$ cat src/rtl/key_encoder_pkg.sv
`default_nettype none
// ============================================================================
//  Module      : key_encoder_pkg
//  Description : Shared widths, FSM state type, default debounce length and
//                the lowest-index priority encoder used by key_encoder.
//  Revision    : 1.0  initial release
// ============================================================================
package key_encoder_pkg;

    localparam int KEY_W         = 8;
    localparam int CODE_W        = 3;
    localparam int DB_CYCLES_DEF = 50000;

    typedef enum logic [0:0] {
        IDLE = 1'b0,
        HOLD = 1'b1
    } state_t;

    // Lowest set bit wins; scanning from the top down lets the last hit stick.
    function automatic logic [CODE_W-1:0] prio_enc(input logic [KEY_W-1:0] v);
        logic [CODE_W-1:0] enc;
        enc = '0;
        for (int i = KEY_W - 1; i >= 0; i--) begin
            if (v[i]) begin
                enc = CODE_W'(i);
            end
        end
        return enc;
    endfunction

endpackage : key_encoder_pkg
`default_nettype wire

$ cat src/rtl/key_encoder_if.sv
`default_nettype none
// ============================================================================
//  Module      : key_encoder_if
//  Description : Key-event channel. The encoder (master) drives code/valid
//                plus the any_n level and drop pulse; the consumer (slave)
//                drives ready.
//  Ports       : code[2:0], valid, ready, any_n, drop
//  Revision    : 1.0  initial release
// ============================================================================
interface key_encoder_if;
    import key_encoder_pkg::*;

    logic [CODE_W-1:0] code;
    logic              valid;
    logic              ready;
    logic              any_n;
    logic              drop;

    modport master (
        output code,
        output valid,
        input  ready,
        output any_n,
        output drop
    );

    modport slave (
        input  code,
        input  valid,
        output ready,
        input  any_n,
        input  drop
    );

endinterface : key_encoder_if
`default_nettype wire

$ cat src/rtl/key_encoder_debounce_vec.sv
`default_nettype none
// ============================================================================
//  Module      : key_encoder_debounce_vec
//  Description : Two-flop synchroniser per bit followed by a vector debouncer
//                sharing one counter. A new level is accepted once the whole
//                synchronised vector has held still for DB_CYCLES samples.
//  Ports       : clk, rst         clock / synchronous active-high reset
//                din_i[WIDTH]     asynchronous active-low lines
//                stable_o[WIDTH]  debounced vector
//  Revision    : 1.0  initial release
// ============================================================================
module key_encoder_debounce_vec #(
    parameter int WIDTH     = 8,
    parameter int DB_CYCLES = 50000,
    parameter int CNT_W     = 16
) (
    input  wire logic             clk,
    input  wire logic             rst,
    input  wire logic [WIDTH-1:0] din_i,
    output logic      [WIDTH-1:0] stable_o
);

    localparam logic [CNT_W-1:0] CNT_MAX = CNT_W'(DB_CYCLES - 1);

    logic [WIDTH-1:0] sync1_q;
    logic [WIDTH-1:0] sync2_q;
    logic [WIDTH-1:0] cand_q;
    logic [WIDTH-1:0] stable_q;
    logic [CNT_W-1:0] cnt_q;

    always_ff @(posedge clk) begin
        if (rst) begin
            sync1_q  <= '1;
            sync2_q  <= '1;
            cand_q   <= '1;
            stable_q <= '1;
            cnt_q    <= '0;
        end else begin
            sync1_q <= din_i;
            sync2_q <= sync1_q;
            // Any change anywhere in the vector restarts the shared count.
            if (sync2_q != cand_q) begin
                cand_q <= sync2_q;
                cnt_q  <= '0;
            end else if (cnt_q == CNT_MAX) begin
                stable_q <= cand_q;
            end else begin
                cnt_q <= cnt_q + 1'b1;
            end
        end
    end

    assign stable_o = stable_q;

endmodule : key_encoder_debounce_vec
`default_nettype wire

$ cat src/rtl/key_encoder.sv
`default_nettype none
// ============================================================================
//  Module      : key_encoder
//  Description : Debounces eight active-low key lines, detects new presses
//                and delivers the lowest newly pressed index over a
//                valid/ready channel, flagging events lost to backpressure.
//  Ports       : clk, rst     clock / synchronous active-high reset
//                pins_n[7:0]  asynchronous active-low key lines
//                evt          key_encoder_if master (code, valid, ready,
//                             any_n, drop)
//  Revision    : 1.0  initial release
// ============================================================================
module key_encoder
    import key_encoder_pkg::*;
#(
    parameter int DB_CYCLES = DB_CYCLES_DEF,
    parameter int CNT_W     = 16
) (
    input  wire logic             clk,
    input  wire logic             rst,
    input  wire logic [KEY_W-1:0] pins_n,
    key_encoder_if.master         evt
);

    logic [KEY_W-1:0]  stable_w;
    logic [KEY_W-1:0]  stable_prev_q;
    logic [KEY_W-1:0]  new_w;
    logic              event_w;
    logic [CODE_W-1:0] code_d;

    state_t            state_q;
    logic [CODE_W-1:0] code_q;
    logic              valid_q;
    logic              drop_q;
    logic              any_n_q;

    key_encoder_debounce_vec #(
        .WIDTH     (KEY_W),
        .DB_CYCLES (DB_CYCLES),
        .CNT_W     (CNT_W)
    ) u_debounce (
        .clk      (clk),
        .rst      (rst),
        .din_i    (pins_n),
        .stable_o (stable_w)
    );

    // Only 1->0 transitions of the debounced vector count as presses.
    assign new_w   = stable_prev_q & ~stable_w;
    assign event_w = |new_w;
    assign code_d  = prio_enc(new_w);

    always_ff @(posedge clk) begin
        if (rst) begin
            stable_prev_q <= '1;
            state_q       <= IDLE;
            code_q        <= '0;
            valid_q       <= 1'b0;
            drop_q        <= 1'b0;
            any_n_q       <= 1'b1;
        end else begin
            stable_prev_q <= stable_w;
            any_n_q       <= &stable_w;
            drop_q        <= 1'b0;
            case (state_q)
                IDLE: begin
                    if (event_w) begin
                        code_q  <= code_d;
                        valid_q <= 1'b1;
                        state_q <= HOLD;
                    end
                end
                HOLD: begin
                    if (evt.ready) begin
                        // A press landing on the transfer cycle re-arms
                        // the channel instead of being lost.
                        if (event_w) begin
                            code_q <= code_d;
                        end else begin
                            valid_q <= 1'b0;
                            state_q <= IDLE;
                        end
                    end else if (event_w) begin
                        drop_q <= 1'b1;
                    end
                end
                default: begin
                    valid_q <= 1'b0;
                    state_q <= IDLE;
                end
            endcase
        end
    end

    assign evt.code  = code_q;
    assign evt.valid = valid_q;
    assign evt.drop  = drop_q;
    assign evt.any_n = any_n_q;

endmodule : key_encoder
`default_nettype wire

$ cat src/flat_wrapper.sv
// flat-port wrapper written by rule: the top's interface ports become plain ports
module key_encoder_flat import key_encoder_pkg::*;
#(
    parameter int DB_CYCLES = DB_CYCLES_DEF,
    parameter int CNT_W     = 16
)
  (clk, rst, pins_n, evt_code, evt_valid, evt_ready, evt_any_n, evt_drop);
  key_encoder_if evt_i ();
  input  wire logic clk;
  input  wire logic rst;
  input  wire logic [KEY_W-1:0] pins_n;
  output wire logic [$bits(evt_i.code)-1:0] evt_code;
  output wire logic [$bits(evt_i.valid)-1:0] evt_valid;
  input wire logic [$bits(evt_i.ready)-1:0] evt_ready;
  output wire logic [$bits(evt_i.any_n)-1:0] evt_any_n;
  output wire logic [$bits(evt_i.drop)-1:0] evt_drop;
  assign evt_code = evt_i.code;
  assign evt_valid = evt_i.valid;
  assign evt_i.ready = evt_ready;
  assign evt_any_n = evt_i.any_n;
  assign evt_drop = evt_i.drop;
  key_encoder #(.DB_CYCLES(DB_CYCLES), .CNT_W(CNT_W)) u_core (.clk(clk), .rst(rst), .pins_n(pins_n), .evt(evt_i));
endmodule
$ cat config.mk
export PLATFORM = sky130hd
export DESIGN_NAME = key_encoder_flat
export DESIGN_NICKNAME = d
export VERILOG_FILES = /design/src/rtl/key_encoder_pkg.sv /design/src/rtl/key_encoder_if.sv /design/src/rtl/key_encoder_debounce_vec.sv /design/src/rtl/key_encoder.sv /design/src/flat_wrapper.sv
export SDC_FILE = /design/constraint.sdc
export NUM_CORES = 1
export LEC_CHECK = 0
export ABC_AREA = 1
export CORE_ASPECT_RATIO = 1.5
export CORE_MARGIN = 2
export CORE_UTILIZATION = 38
export CTS_CLUSTER_DIAMETER = 80
export DETAILED_ROUTE_END_ITERATION = 10
export PLACE_DENSITY_LB_ADDON = 0.1
export SLEW_MARGIN = 15
export SYNTH_ARGS = -nofsm -noshare
export SYNTH_HDL_FRONTEND = slang
export SYNTH_SLANG_ARGS = --single-unit
$ cat constraint.sdc
create_clock -name clk -period 3.6 [get_ports clk]
set_input_delay 0.72 -clock clk [delete_from_list [all_inputs] [get_ports clk]]
set_output_delay 0.72 -clock clk [all_outputs]
set_load 0.01 [all_outputs]
# After elaboration in Yosys (flattened, before gate mapping)
# Index checks and enable logic that the tools add are counted.
# op_classes
n_addsub	1
n_reduce_logical	6
mux	18
n_eq_ne	5
n_bitwise	4
# ops
operator	count
$mux 3	10
$add 16x1->16 const B	1
$eq 16x16->1 const B	1
$and 8x8->8	1
$ne 8x8->1	1
$not 8->8	1
$reduce_and 8->1	1
$reduce_or 8->1	1
$pmux 3 s2	1
$mux 1	5
$ne 2x2->1 const B	2
$pmux 1 s2	2
$reduce_and 3->1	1
$reduce_or 3->1	1
$ne 2x1->1 const B	1
$not 1->1	2
$reduce_and 2->1	1
$reduce_or 2->1	1
# totals
reg_bits	63
out_inout_bits	6

# Logic depth before layout (Yosys ltp)
# logic_depth
depth_word	13
depth_mapped	10

# Cells and area by module
# A second synthesis with hierarchy kept.
# unflattened
cells_unflattened	353
area_unflattened_um2	2645.0
# modules_own_cells
module	cells_each	seq_area_each_um2	n_inst	area_per_inst_um2
key_encoder_debounce_vec	267	960.9	1	1999.4
key_encoder	86	300.3	1	645.6

# Worst setup path after synthesis
# No wires, ideal clock.
# synth_path
path_type	in2reg
startpoint	input port rst
endpoint	register u_core.u_debounce.sync1_q[0]
t_arrival_ns	1.298
path_stages	3
n_path_buf	2
slack_ns	2.179
setup_time_ns	0.123
cell_sequence	clkbuf_1 clkbuf_1 or2_2
# synth_rtl
element	line_no	source
start: declaration	flat_wrapper.sv:10	input wire logic rst;
end signal: assignment	key_encoder_debounce_vec.sv:39	sync1_q <= din_i;
end: declaration	key_encoder_debounce_vec.sv:25	logic [WIDTH-1:0] sync1_q;
# No word-level cell between the ends.

# Worst setup path after layout
# layout_path
startpoint	input port rst
endpoint	register u_core.u_debounce.cnt_q[2]
# layout_via
elab_chain_cells	1
# layout_rtl
element	line_no	source
$reduce_or 2->1 (no line)	-	
end signal: assignment	key_encoder_debounce_vec.sv:48	cnt_q <= cnt_q + 1'b1;
end: declaration	key_encoder_debounce_vec.sv:29	logic [CNT_W-1:0] cnt_q;
# Every way passes these cells.
# A chain may end at the register's enable or synchronous reset.

==> results.md <==
- Hold path cells: 1
- Syn nets: 320
- Root buffer cell: clkbuf_8
- Core Rows: 36
- Initial core utilization: 38.8%
- RSZ-0062 raised after global routing: no
- Synth Cell Area: roughly 2500 sq um
- Sequential fraction of the synthesis area: around 51%
- Reg-to-reg endpoint: u_core.u_debounce.stable_o[5]
- Flops & latches, synth: 63
- CP endpoint kind: register
- Slew @ Worst Pin: approximately 0.69 ns
- DRT Wirelength: between 4000 and 5000 um
- I/O pin count: 17
- DIE WIDTH: 70.2 um
- Leakage: 1.25 nW
- Initial DRC Count: 66
- Drt pass-1 iters: 4
- Vias in the first global route: 1,682
- Fin crit share: 54.9%
- Share of layout cells above drive strength 1: 18.3%
- Final nets: 340
- Critical path data required time: 3.86 ns
- Ant diodes: 0
- Hold EP: u_core.u_debounce.sync2_q[7]
- Post-layout power: 1.40 mW
- RR Startpoint: u_core.u_debounce.cnt_q[0]
- TritonCTS Buffers: 9
- Crit Path Category: input pin to register
- Num Clock Sinks: 63
- Post-CTS Hold Fix Bufs: 0
- Reg2Reg Setup Slack: around 1.9 ns
- Initial antenna violation count: 0
- Global route overflow: 0
- CP Launch Type: input pin
- First-pass GRT wire length: 7390 um
- Final slew viol count: 0
- Fmax achieved: roughly 500 MHz
- Worst clock skew: 0.0119 ns
- Ys Warns: 0
- Min cycle time layout: 1.98 ns
- Max-cap violation count: 0
- CP Max Fanout: 23
- Die Y-Extent: just over 100 um
- Status: completed
- H-tree levels: 3
- Remaining antenna violation count: 0
- CTS Buffer Depth: 2
- Largest net degree at the start of global routing: 29
- DPL Wire Length: 2970 um
- HP Class: register to register
- CP arrival: 2.24 ns
- Vias/cell: 4.51
- CTS tree: done
- Setup TNS: 0 ns
- Wirelength per Cell: 10.2 um
- PwrDens: 478 nW/um^2
- Clk_lat worst skew: 0.33 ns
- Final Hold Viols: 0
- Core box area: 6440 sq um
- Synth cell types: 30
- Cells after Synth: 308
- CTS-repair resized insts: 0
- Worst r2r path cells: 8
- Post-CTS setup buffer count: 0
- Via Count: 1,843
- Tot GR Track Use: between 10% and 20%
- Area growth syn-to-layout: 16.9%
- Hold Path Origin: u_core.u_debounce.sync1_q[7]
- Die area: between 7000 and 8000 sq um
- Slew HR: 53.9%
- # port buffers: 16
- Final RePlAce weighted congestion: 0.701
- Synth Area per Inst: 8.11 sq um
- DRC Markers: 0
- Clock slew at reported path FFs: ~0.070 ns
- Max VDD drop: 0.405 mV
- Final setup viols: 0
==> cell type report <==
class	instances	area [sq um]
Fill cell	671	3520
Timing Repair Buffer	17	168
Tap cell	76	95.1
Inverter	36	135
Clock inverter	3	40.0
Sequential cell	63	1260
Multi-Input combinational cell	201	1050
Clock buffer	13	169
==> how the worst max path moves through the flow <==
stage               from  depth (start not counted)                           end  slack (ns)
finish               rst                          4    u_core.u_debounce.cnt_q[2]        1.62
global placement     rst                          4    u_core.u_debounce.cnt_q[8]        1.26
global route         rst                          4   u_core.u_debounce.cnt_q[10]        1.48
CTS                  rst                          4    u_core.u_debounce.cnt_q[2]        1.57
floorplan            rst                          3  u_core.u_debounce.sync1_q[0]        2.18
detailed placement   rst                          4    u_core.u_debounce.cnt_q[2]        1.21
==> Yosys cell counts (all sizes together) <==
| master | number | share of area [%] |
|---|---|---|
| a211oi | 1 | 0.30 |
| a21o | 1 | 0.30 |
| a21oi | 14 | 3.1 |
| a31oi | 1 | 0.25 |
| buf | 4 | 1.4 |
| clkbuf | 4 | 0.60 |
| clkinv | 1 | 0.15 |
| dfxtp | 63 | 51 |
| ha | 1 | 0.50 |
| inv | 35 | 5.3 |
| nand2 | 67 | 11 |
| nand3 | 31 | 6.4 |
| nand4 | 6 | 1.5 |
| nor2 | 31 | 5.9 |
| nor3 | 4 | 1.3 |
| o21ai | 5 | 1.0 |
| or2 | 27 | 6.9 |
| xnor2 | 1 | 0.35 |
| xor2 | 11 | 3.9 |
==> where the power goes <==
| part | total (mW) | switching, mW | internal, mW |
|---|---|---|---|
| registers | 0.714 | 0.00531 | 0.709 |
| clock network | 0.629 | 0.255 | 0.375 |
| logic | 0.0516 | 0.0271 | 0.0245 |
==> per-layer routing <==
layer | vias up | wire [um] | GRT usage, %
met4 | 0 | 71 | 8.88
met1 | 813 | 1930 | 14.8
met5 | - | 0 | 0
met2 | 20 | 2050 | 22.6
met3 | 7 | 106 | 2.91
li1 | 1003 | - | -
==> cell families after synthesis <==
family	share of synthesized area [%]
xor gates and xnor gates	4.21
and+or+nand+nor	32.5
buffers and inverters	7.36
DFF	50.5
adders and majority gates	0.501
AOI/OAI and AO/OA	4.96
==> critical path, stage by stage <==
cell	delay [ns]
clkdlybuf4s50_1	0.43
inv_1	0.52
nand2_2	0.35
a21oi_1	0.21
==> registers in the layout (all words and copies together), names as in the netlist, 3 cells and up <==
| name | flops |
|---|---|
| u_core.stable_prev_q | 8 |
| u_core.u_debounce.cnt_q | 16 |
| u_core.u_debounce.sync1_q | 8 |
| u_core.u_debounce.sync2_q | 8 |
| u_core.u_debounce.cand_q | 8 |
| u_core.u_debounce.stable_o | 8 |
| u_core.evt.code | 3 |
==> cells in the final DEF (no fill, tap or decap) <==
cell type and n:
or2_4 1, inv_1 31, or2_2 25, nor2_4 3
clkinv_1 1, clkbuf_1 1, clkdlybuf4s50_1 16, xnor2_1 1
nor2_2 3, bufinv_16 1, nor3_1 3, a21o_1 1
inv_2 4, nand2_1 62, nand4_1 6, nor3_4 1
nand3_2 1, clkbuf_8 12, nand3_1 30, nand2_2 5
o21ai_0 5, xor2_1 11, or2_0 1, a211oi_1 1
clkinv_2 2, a21oi_1 12, dfxtp_1 63, ha_1 1
nor2_1 25, a21oi_2 2, a31oi_1 1, buf_4 1
==> metrics by stage <==
step | utilization [%] | hold WS (ns) | setup WS, ns | std cells | cell area [sq um]
5_1_grt | 45.3 | 0.416 | 1.48 | 409 | 2920
3_3_place_gp | 42.1 | 0.391 | 1.26 | 393 | 2710
6_report | 45.3 | 0.399 | 1.62 | 409 | 2920
4_1_cts | 45.3 | 0.406 | 1.57 | 409 | 2920
3_5_place_dp | 42.1 | 0.393 | 1.21 | 393 | 2710
2_1_floorplan | - | 0.389 | 2.18 | 308 | 2500
No activity file was read; power rests on OpenSTA's default activity.
